**src/rtl/uart_tx_feeder.sv**
```systemverilog
// uart_tx_feeder: FIFO-buffered front-end that paces one-cycle load pulses
// into a downstream uart so each stored word goes out as a full frame.
module uart_tx_feeder #(
    parameter int DEPTH      = 5,
    parameter int FIFO_DEPTH = 8,
    parameter int STOP_BITS  = 1
) (
    input  logic                          clk,
    input  logic                          rst,
    input  logic                          in_valid,
    input  logic [DEPTH-1:0]              in_data,
    output logic                          in_ready,
    output logic                          uart_enable,
    output logic [DEPTH-1:0]              uart_data,
    output logic                          busy,
    output logic [$clog2(FIFO_DEPTH):0]   count
);
    // state | meaning
    // IDLE  | FIFO empty, waiting for a word
    // LOAD  | word popped into uart_data; enable pulse follows
    // SHIFT | downstream serialising DEPTH data bits
    // GAP   | STOP_BITS idle-high cycles before the next load

    localparam int AW   = $clog2(FIFO_DEPTH);
    localparam int CMAX = (DEPTH > STOP_BITS) ? DEPTH : STOP_BITS;
    localparam int CW   = $clog2(CMAX + 1);

    typedef enum logic [1:0] {IDLE, LOAD, SHIFT, GAP} state_t;

    state_t           state, state_nxt;
    logic [CW-1:0]    bit_cnt;
    logic [AW-1:0]    wr_ptr, rd_ptr;
    logic [DEPTH-1:0] mem [FIFO_DEPTH];
    logic             push, pop, cnt_zero, fifo_nonempty;

    assign in_ready      = (count != (AW+1)'(FIFO_DEPTH));
    assign push          = in_valid && in_ready;
    assign cnt_zero      = (bit_cnt == '0);
    assign fifo_nonempty = (count != '0);

    // State register
    always_ff @(posedge clk) begin
        if (rst) state <= IDLE;
        else     state <= state_nxt;
    end

    // Next-state logic
    always_comb begin
        state_nxt = state;
        case (state)
            IDLE:  if (fifo_nonempty) state_nxt = LOAD;
            LOAD:  state_nxt = SHIFT;
            SHIFT: if (cnt_zero) state_nxt = GAP;
            GAP:   if (cnt_zero) state_nxt = fifo_nonempty ? LOAD : IDLE;
            default: state_nxt = IDLE;
        endcase
    end

    // Pop decode: head leaves the FIFO on the edge that enters LOAD
    always_comb begin
        pop = 1'b0;
        if (fifo_nonempty && (state == IDLE || (state == GAP && cnt_zero)))
            pop = 1'b1;
    end

    // Down-counter timing the SHIFT and GAP phases
    always_ff @(posedge clk) begin
        if (rst)
            bit_cnt <= '0;
        else if (state == LOAD)
            bit_cnt <= CW'(DEPTH - 1);
        else if (state == SHIFT && cnt_zero)
            bit_cnt <= CW'(STOP_BITS - 1);
        else if (!cnt_zero)
            bit_cnt <= bit_cnt - 1'b1;
    end

    // FIFO pointers and occupancy; pointers wrap naturally (power-of-two depth)
    always_ff @(posedge clk) begin
        if (rst) begin
            wr_ptr <= '0;
            rd_ptr <= '0;
            count  <= '0;
        end else begin
            if (push) wr_ptr <= wr_ptr + 1'b1;
            if (pop)  rd_ptr <= rd_ptr + 1'b1;
            case ({push, pop})
                2'b10:   count <= count + 1'b1;
                2'b01:   count <= count - 1'b1;
                default: count <= count;
            endcase
        end
    end

    // FIFO storage; contents need no reset since occupancy is cleared
    always_ff @(posedge clk) begin
        if (!rst && push) mem[wr_ptr] <= in_data;
    end

    // Registered outputs; enable trails LOAD by one cycle so uart_data is settled
    always_ff @(posedge clk) begin
        if (rst) begin
            uart_enable <= 1'b0;
            uart_data   <= '0;
            busy        <= 1'b0;
        end else begin
            uart_enable <= (state == LOAD);
            busy        <= (state != IDLE);
            if (pop) uart_data <= mem[rd_ptr];
        end
    end
endmodule

```
**config.mk**
```make
export PLATFORM = sky130hd
export DESIGN_NAME = uart_tx_feeder
export DESIGN_NICKNAME = d
export VERILOG_FILES = /design/src/rtl/uart_tx_feeder.sv
export SDC_FILE = /design/constraint.sdc
export NUM_CORES = 1
export LEC_CHECK = 0
export ABC_AREA = 1
export CAP_MARGIN = 20
export CORE_ASPECT_RATIO = 2
export CORE_MARGIN = 1
export CORE_UTILIZATION = 50
export CTS_BUF_LIST = sky130_fd_sc_hd__clkbuf_16
export DETAILED_ROUTE_END_ITERATION = 6
export HOLD_SLACK_MARGIN = 0.1
export PLACE_DENSITY_LB_ADDON = 0.15
export SYNTH_ARGS = -nofsm -noshare
export SYNTH_HDL_FRONTEND = slang
export SYNTH_SLANG_ARGS = --single-unit
```
**constraint.sdc**
```tcl
create_clock -name clk -period 2.84 [get_ports clk]
set_clock_uncertainty 0.2 [all_clocks]
set_input_delay 0.568 -clock clk [delete_from_list [all_inputs] [get_ports clk]]
set_output_delay 0.568 -clock clk [all_outputs]
set_load 0.1 [all_outputs]
```
; ---- Yosys cells after proc, flatten, opt, wreduce, memory -nomap -nowiden
; Memory sizes are Yosys's and may differ from the RTL's. A register that Yosys moved wholly into a read port is not among the register bits.
; Index checks and enable logic that the tools add are counted.
[totals]
ramBits = 40
n_memories = 1
regBits = 17
wordCells = 50
[op_classes]
mux = 12
n_reduce_logical = 14
add_sub_neg = 5
eq_ne = 10
[mem_list]
columns = name, depth, width, rd, rd_ports_with_merged_regs, wr, line_no
row1 = mem, 8, 5, 1, 1, 1, 33  ; logic [DEPTH-1:0] mem [FIFO_DEPTH];
[op_table]
columns = op, count
row1 = 2-to-1 mux 3 bit, 3
row2 = case mux 2 bit (4 select lines), 1
row3 = case mux 4 bit (2 select lines), 1
row4 = "adder 3 x 1 -> 3 bit, second input constant", 2
row5 = "== test 2 bit, second input constant", 3
row6 = 2-to-1 mux 2 bit, 3
row7 = "!= test 2 bit, second input constant", 3
row8 = logical AND 1 bit, 5
row9 = "adder 4 x 1 -> 4 bit, second input constant", 1
row10 = "== test 2 x 1 -> 1 bit, second input constant", 2
row11 = 2-to-1 mux 1 bit, 4
row12 = "!= test 4 bit, second input constant", 1
row13 = nonzero test 2 bit, 2
row14 = nonzero test 4 bit, 1
row15 = "subtractor 4 x 1 -> 4 bit, second input constant", 1
row16 = logical NOT 3 bit, 1
row17 = "!= test 3 x 1 -> 1 bit, second input constant", 1
row18 = AND reduction 3 bit, 1
row19 = OR reduction 3 bit, 1
row20 = "subtractor 3 x 1 -> 3 bit, second input constant", 1
row21 = logical NOT 2 bit, 1
row22 = logical NOT 1 bit, 1
row23 = logical OR 1 bit, 1

; ---- Logic depth before layout (Yosys ltp)
; Gate-level depths: netlist of run 1.
[depth]
depth_word = 7
ltp_mapped = 15
depth_no_buf = 15

; ---- Least setup slack after synthesis of run 1
; OpenSTA, ideal clock, no wires.
[synth_timing]
kind = reg2reg
from = reg count[3]
to = reg count[3]
t_arrival_ns = 3.053
path_slack_ns = -0.483
stages_incl_launch_ff = 11
setup_ns = 0.070
required_ns = 2.570
path_cell_list = dfxtp_1 > nand3_2 > nand2_4 > ha_1 > ha_1 > or2_2 > nand2_1 > nand3_1 > nand2_1 > nand2_1 > a21oi_1
[synth_via]
word_cells_on_any_way = 11
classes_between = add/sub (2) / eq/ne (3) / mux (2) / reduce/logical (4)
[synth_lines]
columns = item, line_no
row1 = start: declaration, 16  ; output logic [$clog2(FIFO_DEPTH):0] count
row2 = start signal: assignment, 88  ; 2'b10: count <= count + 1'b1;
row3 = start signal: assignment, 89  ; 2'b01: count <= count - 1'b1;
row4 = start signal: assignment, 90  ; default: count <= count;
row5 = != test 4 bit *, 36  ; assign in_ready = (count != (AW+1)'(FIFO_DEPTH));
row6 = via in_ready, 12  ; output logic in_ready,
row7 = logical AND 1 bit *, 37  ; assign push = in_valid && in_ready;
row8 = == test 2 x 1 -> 1 bit / == test 2 bit (equally long branches), 87  ; case ({push, pop})
row9 = case mux 4 bit (2 select lines) / nonzero test 2 bit (equally long branches), n/a
; The timed path passes the listed nets; every way through them passes the cells marked *.
; A chain may end at the register's enable or synchronous reset.

; ---- Worst setup path after layout of run 1
[layout_timing]
from = reg state[0]
to = reg count[3]
[layout_via]
elab_chain_len = 7
word_cells_on_any_way = 10
classes_between = eq/ne (3) / mux (2) / reduce/logical (5)
[layout_lines]
columns = item, line_no
row1 = start: declaration, 30  ; state_t state, state_nxt;
row2 = start signal: assignment, 44  ; else state <= state_nxt;
row3 = == test 2 bit, 62  ; if (fifo_nonempty && (state == IDLE || (state == GAP && cnt_zero)))
row4 = logical AND 1 bit, 62
row5 = logical OR 1 bit *, 62
row6 = logical AND 1 bit *, 62
row7 = 2-to-1 mux 1 bit *, 62
row8 = via pop, 34  ; logic push, pop, cnt_zero, fifo_nonempty;
row9 = == test 2 x 1 -> 1 bit / == test 2 bit (equally long branches), 87
row10 = case mux 4 bit (2 select lines) / nonzero test 2 bit (equally long branches), n/a
; Marks and branches as above.

==> out/summary.txt, run 1 <==
Hold crit path type = reg2reg
WHS = 0.262 ns
Max Fanout on Critical Path = 10
Inst Count DP = 391
Ant diodes = 0
Sequential element share of the synthesized area = 57.1%
Max VDD drop = 0.00108 V
Clk buf depth = 2
FMAX = 391 MHz
Clk root buf = clkbuf_16
Post-synthesis async set-or-reset flop share = 0%
Core area = 0.00547 sq mm
Setup CP Type = reg2reg
Reg power frac = 32.3%
Main combinational cell family by area after synthesis = simple AND/OR/NAND/NOR gates
Critical Path RT = 2.89 ns
Fin. max-slew vios = 0
Fin area = 0.00344 sq mm
Syn avg cell area = 9.25 sq um
Max stage delay cell, worst path = dfxtp_1
Top cell type's share of synthesized area = 41.8%
Total CTS buffers = 9
Xor/xnor share of the synthesized area = 0.304%
GR Layer Usage met1 = 19.5%
Grt met2 use = 41.5%
Vias per inst = 5.15
Most common flop cell mapped by yosys = edfxtp_1
Wirelength per Cell = 14.2 um
Layout cell share with drive strength beyond 1 = 14.7%
Number of synthesized flops with an enable pin = 40
Adder-Cell Fraction of Synth Area = 5.92%
Initial Util = 52.6%
Final Hold Vio Count = 0
Logic pwr share = 40.7%
Final nets = 363
H-tree levels = 3
Max Cap Viol = 0
Grt met3 use = 3.68%
First-pass GRT wire length = 9280 um
Antenna violations before repair = 0
Syn Inst Count = 311
Synth cell types = 28
Yosys top cell by area = edfxtp_1
Crit end category = register
Worst-margin pin slew = 0.545 ns
Die area = 0.00608 sq mm
Final setup violation count = 0
Total negative setup slack = 0 ns
Clock Latency Late Sink = 0.32 ns
Synth-to-Final Area Change = 19.7%
Top area cells in the synthesized netlist = edfxtp_1, dfxtp_1, nand2_1
Non-Filler Instances = 407
All-layer global routing usage = 20.8%
Drt pass-1 iters = 4
Clock power share = 27.1%
Starting DRT DRC Count = 61
RSZ-0062 raised after global routing = no
Clk slew on worst S/H paths = 0.05 ns
Post-DP Area = 0.00315 sq mm
I/O pin count = 20
Most frequent cell after synthesis = nand2_1
Syn Nets = 332
P per Cell Area = 1110 mW/mm^2
Via count = 2097
DRT antenna net count = 0
Hpwl dp = 4330 um
CTS sink count = 62
Routed WL = 5780 um
Synth cell count leaders = nand2_1, inv_1, edfxtp_1, nand3_1, dfxtp_1
Mapped cell area = 0.00288 sq mm
Mux contribution to synthesized area = 0%
#FFs+latches synth = 62
Delay of the slowest cell on the worst path = 0.40 ns
Cell Chain, Critical Path = inv_1 > ha_1 > inv_1 > nand2_1 > nand2_4 > inv_4 > ha_1 > ha_1 > or2_2 > nand2_1 > nand3_1 > nand2_1 > nand2_1 > a21oi_1
Period minus WS final = 2.56 ns
Die width = 55.6 um
Internal power = 2.21 mW
Most crowded layer after global routing = met2
Final worst-path cycle share = 90.1%
YS warnings = 0
Compound-Gate Fraction of Synth Area = 5.61%
CTS tree = built
Setup Buffers After CTS = 0
Data arrival, critical path = 2.61 ns
Post-cts resize count = 0
RePlAce Congestion = 0.812
Largest net degree at the start of global routing = 23
# DRC = 0
Slew margin rel. = 63.6%
Die height = 109 um
Startpoint types = register
I/O Buffers = 19
Status = finished, final reports clean
Synth Area in Simple Gates = 22.3%
Switching power = 1.62 mW
Aggregate global routing overflow = 0
Leak = 1.52 nW
Hold Buf Count CTS = 0
Most used cell, CP = nand2_1
Row count = 38
Fillers = 463
Sw frac = 42.3%
Number of global-route vias before repair = 2020
## cell usage in the layout, fill, tap and decap left out
master / n
clkbuf_16: 11
nor2_4: 1
nand2_1: 79
dfxtp_1: 18
buf_4: 21
clkinv_1: 2
edfxtp_1: 40
o211ai_1: 1
a21oi_2: 1
inv_2: 3
inv_1: 53
nand3_4: 2
nand3_1: 37
inv_4: 1
and3_1: 1
nor3_1: 4
clkdlybuf4s50_1: 7
fa_1: 1
nand2_2: 1
a21oi_1: 19
o21ai_0: 10
xnor2_1: 1
nand4_1: 1
dfxtp_2: 4
ha_1: 12
nor2_1: 10
or2_2: 2
nand2_4: 2
nand3_2: 1
clkinv_2: 1
## power groups by stage
stage	clock, mW	sequential [mW]	combinational, mW
2_1_floorplan	0	1.64	0.826
3_3_place_gp	0	1.24	1.55
3_5_place_dp	0	1.25	1.57
4_1_cts	1.04	1.23	1.57
5_1_grt	1.08	1.25	1.71
6_report	1.03	1.23	1.55
## through the flow
step	utilization (%)	power (mW)	worst slack, ns
floorplan	-	2.47	0.0691
global placement	57.6	2.80	0.221
detailed placement	57.6	2.81	0.206
CTS	63.0	3.85	0.278
global route	63.0	4.04	0.0464
finish	63.0	3.82	0.282
## flip-flops by register name (all words and copies together) (netlist names)
signal / flops
mem: 40
uart_enable: 1
busy: 1
state: 2
count: 4
wr_ptr: 3
rd_ptr: 3
bit_cnt: 3
uart_data: 5
## cell families after synthesis
| kind of cell | Yosys count |
|---|---|
| AND/OR/NAND/NOR | 141 |
| buffers and inverters | 63 |
| flip-flops | 62 |
| AO/OA/AOI/OAI | 31 |
| adder cells (fa/ha/maj) | 13 |
| XOR/XNOR | 1 |
## critical path: cells and delay by family, from the launching register on
family          cells  cell delay [ns]
compound gates      1             0.10
fa+ha+maj           3             0.78
simple gates        7             0.75
flops               1             0.40
buf+inv             3             0.24
## worst paths after layout
kind	end	start	slack [ns]	cells after the start
worst max register to register	count[3]	state[0]	0.28	14
worst max-delay path	count[3]	state[0]	0.28	14
worst min-delay path	bit_cnt[0]	bit_cnt[0]	0.26	2
worst min register to register	bit_cnt[0]	bit_cnt[0]	0.26	2
## metal layers
layer / share of wire, % / up-vias
met4: 2.8 / 0
met3: 3.1 / 14
met5: 0 / -
met1: 35 / 974
li1: - / 1066
met2: 59 / 43
## area by class of cell
cell class	instances	area (sq um)	share of cell area, %
sequential	62	1650	47.8
clock buffer	11	275	7.99
inverter	55	209	6.07
tap	60	75.1	2.18
clock inverter	5	20.0	0.581
timing repair buffer	28	228	6.61
multi-input combinational	186	990	28.7
Power figures use the tool's default switching activity.
==> run 2: changes to the inputs <==
--- a/config.mk
+++ b/config.mk
@@ -11,7 +11,9 @@
 export CORE_MARGIN = 1
 export CORE_UTILIZATION = 50
 export CTS_BUF_LIST = sky130_fd_sc_hd__clkbuf_16
+export CTS_CLUSTER_SIZE = 10
 export DETAILED_ROUTE_END_ITERATION = 6
+export GPL_ROUTABILITY_DRIVEN = 0
 export HOLD_SLACK_MARGIN = 0.1
 export PLACE_DENSITY_LB_ADDON = 0.15
 export SYNTH_ARGS = -nofsm -noshare
==> constraint.sdc (replaced) <==
create_clock -name clk -period 3.17 [get_ports clk]
set_clock_uncertainty 0.2 [all_clocks]
set_input_delay 0.634 -clock clk [delete_from_list [all_inputs] [get_ports clk]]
set_output_delay 0.634 -clock clk [all_outputs]
set_load 0.1 [all_outputs]
==> run 2 against run 1 <==
Combinational power fell by 8%. Die area did not move. Sequential share of layout area rose by 0.88 points. First-iteration DRC count rose by 13%. Core utilization fell by 1.2 points. Total power fell by 13%. Clock-buffer cell count fell by 2. Via count fell by 1.1%. Wire length rose by 1.4%. Sequential power fell by 12%. Largest power group unchanged.
==> out/summary.txt, run 2 (synthesis gave the netlist of run 1 again) <==
Status = finished, final reports clean (unchanged)
Starting DRT DRC Count = 69 (was 61)
Clk buf depth = 2 (unchanged)
DRT antenna net count = 0 (unchanged)
I/O Buffers = 19 (unchanged)
Slew margin rel. = 66.6% (was 63.6%)
Aggregate global routing overflow = 0 (unchanged)
Routed WL = 5860 um (was 5780 um)
Die width = 55.6 um (unchanged)
FMAX = 393 MHz (was 391 MHz)
Vias per inst = 5.12 (was 5.15)
Critical Path RT = 3.22 ns (was 2.89 ns)
Final nets = 361 (was 363)
RSZ-0062 raised after global routing = no (unchanged)
Post-cts resize count = 0 (unchanged)
H-tree levels = 3 (unchanged)
Wirelength per Cell = 14.5 um (was 14.2 um)
Reg with most FFs = mem (unchanged)
Row count = 38 (unchanged)
Total negative setup slack = 0 ns (unchanged)
Final setup violation count = 0 (unchanged)
Hold path startpoint = bit_cnt[0] (unchanged)
Initial Util = 52.6% (unchanged)
Commonest non-fill, non-tap cell in the layout = nand2_1 (unchanged)
Pwr Total = 3.31 mW (was 3.82 mW)
Hpwl dp = 4330 um (about the same)
# DRC = 0 (unchanged)
First-pass GRT wire length = 9400 um (was 9280 um)
Setup Buffers After CTS = 0 (unchanged)
Max VDD drop = 0.000980 V (was 0.00108 V)
FF-to-FF Start = state[0] (unchanged)
CTS tree = built (unchanged)
Worst-margin pin slew = 0.500 ns (was 0.545 ns)
Via count = 2074 (was 2097)
I/O pin count = 20 (unchanged)
Largest net degree at the start of global routing = 23 (unchanged)
Ant diodes = 0 (unchanged)
Drt pass-1 iters = 4 (unchanged)
Number of flip-flops under the largest register name = 40 (unchanged)
Clock Latency Late Sink = 0.32 ns (about the same)
Core area = 0.00547 sq mm (unchanged)
Hold Buf Count CTS = 0 (unchanged)
Antenna violations before repair = 0 (unchanged)
Crit end category = register (unchanged)
Top flop regs = mem (40), uart_data (5), count (4) (unchanged)
Clk slew on worst S/H paths = 0.05 ns (about the same)
Cell Chain, Critical Path = inv_1 > ha_1 > inv_1 > nand2_1 > nand2_4 > inv_4 > ha_1 > ha_1 > or2_2 > nand2_1 > nand3_1 > nand2_1 > nand2_1 > a21oi_1 (unchanged)
Total CTS buffers = 9 (unchanged)
CP Launch Point = state[0] (unchanged)
Layout cell share with drive strength beyond 1 = 13.3% (was 14.7%)
Max Fanout on Critical Path = 10 (unchanged)
Max Cap Viol = 0 (unchanged)
Most used cell, CP = nand2_1 (unchanged)
Fin. max-slew vios = 0 (unchanged)
Max stage delay cell, worst path = dfxtp_1 (unchanged)
CP top delay family = adder cells (unchanged)
Hold crit path type = reg2reg (unchanged)
Data arrival, critical path = 2.59 ns (was 2.61 ns)
Die height = 109 um (unchanged)
Final worst-path cycle share = 80.2% (was 90.1%)
Place WS = 0.469 ns (was 0.206 ns)
Delay of the slowest cell on the worst path = 0.39 ns (was 0.40 ns)
Final Hold Vio Count = 0 (unchanged)
Die area = 0.00608 sq mm (unchanged)
Period minus WS final = 2.54 ns (was 2.56 ns)
CP bufs+invs = 3 (unchanged)
All-layer global routing usage = 21.4% (was 20.8%)
Clk root buf = clkbuf_16 (unchanged)
Final worst slack = 0.628 ns (was 0.282 ns)
Number of global-route vias before repair = 2008 (was 2020)
Most frequent cells in the layout = nand2_1, inv_1, edfxtp_1, nand3_1, dfxtp_1 (was nand2_1, inv_1, edfxtp_1, nand3_1, buf_4)
Startpoint types = register (unchanged)
CTS sink count = 62 (unchanged)
Synth-to-Final Area Change = 17.4% (was 19.7%)
Setup CP Type = reg2reg (unchanged)
P per Cell Area = 982 mW/mm^2 (was 1110 mW/mm^2)
Leak = 1.50 nW (was 1.52 nW)
[run 2: power by group]
| part | internal [mW] | leakage, nW | switching [mW] |
|---|---|---|---|
| clock | 0.508 | 0.145 | 0.302 |
| combinational | 0.387 | 0.815 | 1.04 |
| sequential | 0.975 | 0.543 | 0.103 |
| total | 1.87 | 1.50 | 1.44 |
[run 2: final timing paths]
kind,endpoint,slack (ns),cells after the start
setup / recovery,count[3],0.63,14
hold / removal,bit_cnt[0],0.26,2
setup reg to reg,count[3],0.63,14
hold reg to reg,bit_cnt[0],0.26,2
[run 2: per-stage QoR]
stage	hold WS [ns]	instance area [sq um]	cells	utilization (%)
final	0.258	3380	405	61.7
after global routing	0.285	3380	405	61.7
after CTS	0.258	3380	405	61.7
after detailed placement	0.251	3120	389	57.1
after global placement	0.248	3120	389	57.1
after floorplan	0.237	2880	311	-
[run 2: final cells by class]
cell class,instances,area [sq um]
multi-input cells,186,982
flip-flops and latches,62,1640
clock inverters,7,27.5
repair buffers,26,213
well taps,60,75.1
fillers,474,2090
inverters,55,209
clock buffers,9,225
[run 2: metal layers]
metal  wire length [um]  vias to the layer above  share of wire (%)  track usage [%]
met5                  0                        -                  0                0
met1               2100                      945                 36             19.9
li1                   -                     1067                  -                -
met2               3410                       46                 58             41.6
met4                195                        0                3.3             12.3
met3                155                       16                2.6             4.98
[run 2: tightest hold or removal path, stage by stage (launching register included)]
cell and delay, ns:
dfxtp_1 0.30, nand2_1 0.06, a21oi_1 0.05
==> run 3: changes to the inputs <==
==> constraint.sdc (replaced) <==
create_clock -name clk -period 2.2 [get_ports clk]
set_clock_uncertainty 0.2 [all_clocks]
set_input_delay 0.44 -clock clk [delete_from_list [all_inputs] [get_ports clk]]
set_output_delay 0.44 -clock clk [all_outputs]
set_load 0.1 [all_outputs]
==> run 3 against run 2 <==
Non-clock buffer count is 12 higher. Largest cell class unchanged. Register-to-register slack worse by 0.52 ns. Highest routed layer unchanged. Wire length is 5.2% higher.
==> out/summary.txt, run 3 (synthesis gave the netlist of run 1 again) <==
Aggregate global routing overflow = 0 (unchanged)
Die width = 55.6 um (unchanged)
Max VDD drop = 0.00136 V (was 0.000980 V)
Commonest non-fill, non-tap cell in the layout = nand2_1 (unchanged)
Starting DRT DRC Count = 69 (unchanged)
Non-Filler Instances = 417 (was 405)
Wirelength per Cell = 14.8 um (was 14.5 um)
Fillers = 455 (was 474)
Worst-margin pin slew = 0.386 ns (was 0.500 ns)
I/O Buffers = 19 (unchanged)
Startpoint types = register (unchanged)
Layout cell share with drive strength beyond 1 = 22.1% (was 13.3%)
Fin util = 65.9% (was 61.7%)
Clock Latency Late Sink = 0.32 ns (about the same)
Status = finished, final reports clean (unchanged)
Final setup violation count = 0 (unchanged)
First-pass GRT wire length = 10300 um (was 9400 um)
Clk slew on worst S/H paths = 0.05 ns (about the same)
WHS Path Cells = 2 (unchanged)
# DRC = 0 (unchanged)
Final worst-path cycle share = 95.0% (was 80.2%)
Slew margin rel. = 74.2% (was 66.6%)
Hold Buf Count CTS = 0 (unchanged)
FMAX = 478 MHz (was 393 MHz)
Inst Count DP = 401 (was 389)
Synth-to-Final Area Change = 25.3% (was 17.4%)
Total CTS buffers = 9 (unchanged)
Critical Path RT = 2.24 ns (was 3.22 ns)
P per Cell Area = 1450 mW/mm^2 (was 982 mW/mm^2)
DRT antenna net count = 0 (unchanged)
Number of flip-flops under the largest register name = 40 (unchanged)
Hpwl dp = 4500 um (was 4330 um)
Total negative setup slack = 0 ns (unchanged)
Core area = 0.00547 sq mm (unchanged)
Clk buf depth = 2 (unchanged)
Post-cts resize count = 0 (unchanged)
WHS = 0.268 ns (was 0.258 ns)
Fin. max-slew vios = 0 (unchanged)
H-tree levels = 3 (unchanged)
Crit end category = register (unchanged)
Hold crit path type = reg2reg (unchanged)
Row count = 38 (unchanged)
Initial Util = 52.6% (unchanged)
CTS tree = built (unchanged)
Largest net degree at the start of global routing = 23 (unchanged)
Ant diodes = 0 (unchanged)
Period minus WS final = 2.09 ns (was 2.54 ns)
Pwr Total = 5.23 mW (was 3.31 mW)
Setup CP Type = reg2reg (unchanged)
Worst r2r path cells = 14 (unchanged)
Reg with most FFs = mem (unchanged)
Setup Buffers After CTS = 0 (unchanged)
Number of global-route vias before repair = 2236 (was 2008)
All-layer global routing usage = 23.0% (was 21.4%)
Max Cap Viol = 0 (unchanged)
Antenna violations before repair = 0 (unchanged)
Most frequent cells in the layout = nand2_1, inv_1, edfxtp_1, nand3_1, buf_4 (was nand2_1, inv_1, edfxtp_1, nand3_1, dfxtp_1)
Clk root buf = clkbuf_16 (unchanged)
Max Fanout on Critical Path = 5 (was 10)
Final Hold Vio Count = 0 (unchanged)
Die height = 109 um (unchanged)
I/O pin count = 20 (unchanged)
Vias per inst = 5.18 (was 5.12)
RSZ-0062 raised after global routing = no (unchanged)
CTS sink count = 62 (unchanged)
Die area = 0.00608 sq mm (unchanged)
Data arrival, critical path = 2.13 ns (was 2.59 ns)
Leak = 1.57 nW (was 1.50 nW)
Routed WL = 6170 um (was 5860 um)
Drt pass-1 iters = 4 (unchanged)
Via count = 2160 (was 2074)
Final nets = 373 (was 361)
Top flop regs = mem (40), uart_data (5), count (4) (unchanged)
==> run 3: through the flow <==
stage | setup slack, ns | area [sq um]
floorplan | -0.162 | 2930
global placement | -0.0272 | 3280
detailed placement | -0.0370 | 3280
CTS | 0.00341 | 3570
global route | 0.00560 | 3600
finish | 0.110 | 3600
==> run 3: final timing paths <==
| path | from | end | slack [ns] |
|---|---|---|---|
| worst min register to register | uart_data[0] | uart_data[0] | 0.27 |
| worst max register to register | state[0] | count[3] | 0.11 |
| worst min-delay path | uart_data[0] | uart_data[0] | 0.27 |
| worst max-delay path | state[0] | count[3] | 0.11 |
==> run 3: layer usage <==
layer	up-vias	routed length [um]	GRT usage, %
met4	0	366	18.8
li1	1082	-	-
met5	-	0	0
met1	995	2130	20.3
met3	27	199	4.86
met2	56	3480	43.5
==> run 3: power by group <==
| group | internal (mW) | switching [mW] | total (mW) |
|---|---|---|---|
| sequential | 1.42 | 0.139 | 1.56 |
| clock | 0.866 | 0.476 | 1.34 |
| combinational | 0.735 | 1.59 | 2.32 |
| total | 3.03 | 2.20 | 5.23 |
==> run 3: worst max-delay path, stage by stage (launching register included) <==
cell     delay, ns
dfxtp_4       0.38
inv_2         0.05
ha_2          0.17
inv_1         0.06
nand2_2       0.06
nand2_4       0.07
inv_4         0.04
ha_4          0.17
ha_4          0.21
or2_4         0.24
nand2_1       0.07
nand3_1       0.06
nand2_1       0.06
nand2_1       0.04
a21oi_1       0.14
==> run 3: area by class of cell <==
class	instances	area, sq um	area share [%]
Tap cell	60	75.1	2.08
Inverter	55	209	5.80
Clock inverter	7	65.1	1.81
Timing Repair Buffer	38	315	8.75
Clock buffer	9	225	6.25
Sequential cell	62	1660	46.2
Multi-Input combinational cell	186	1050	29.1
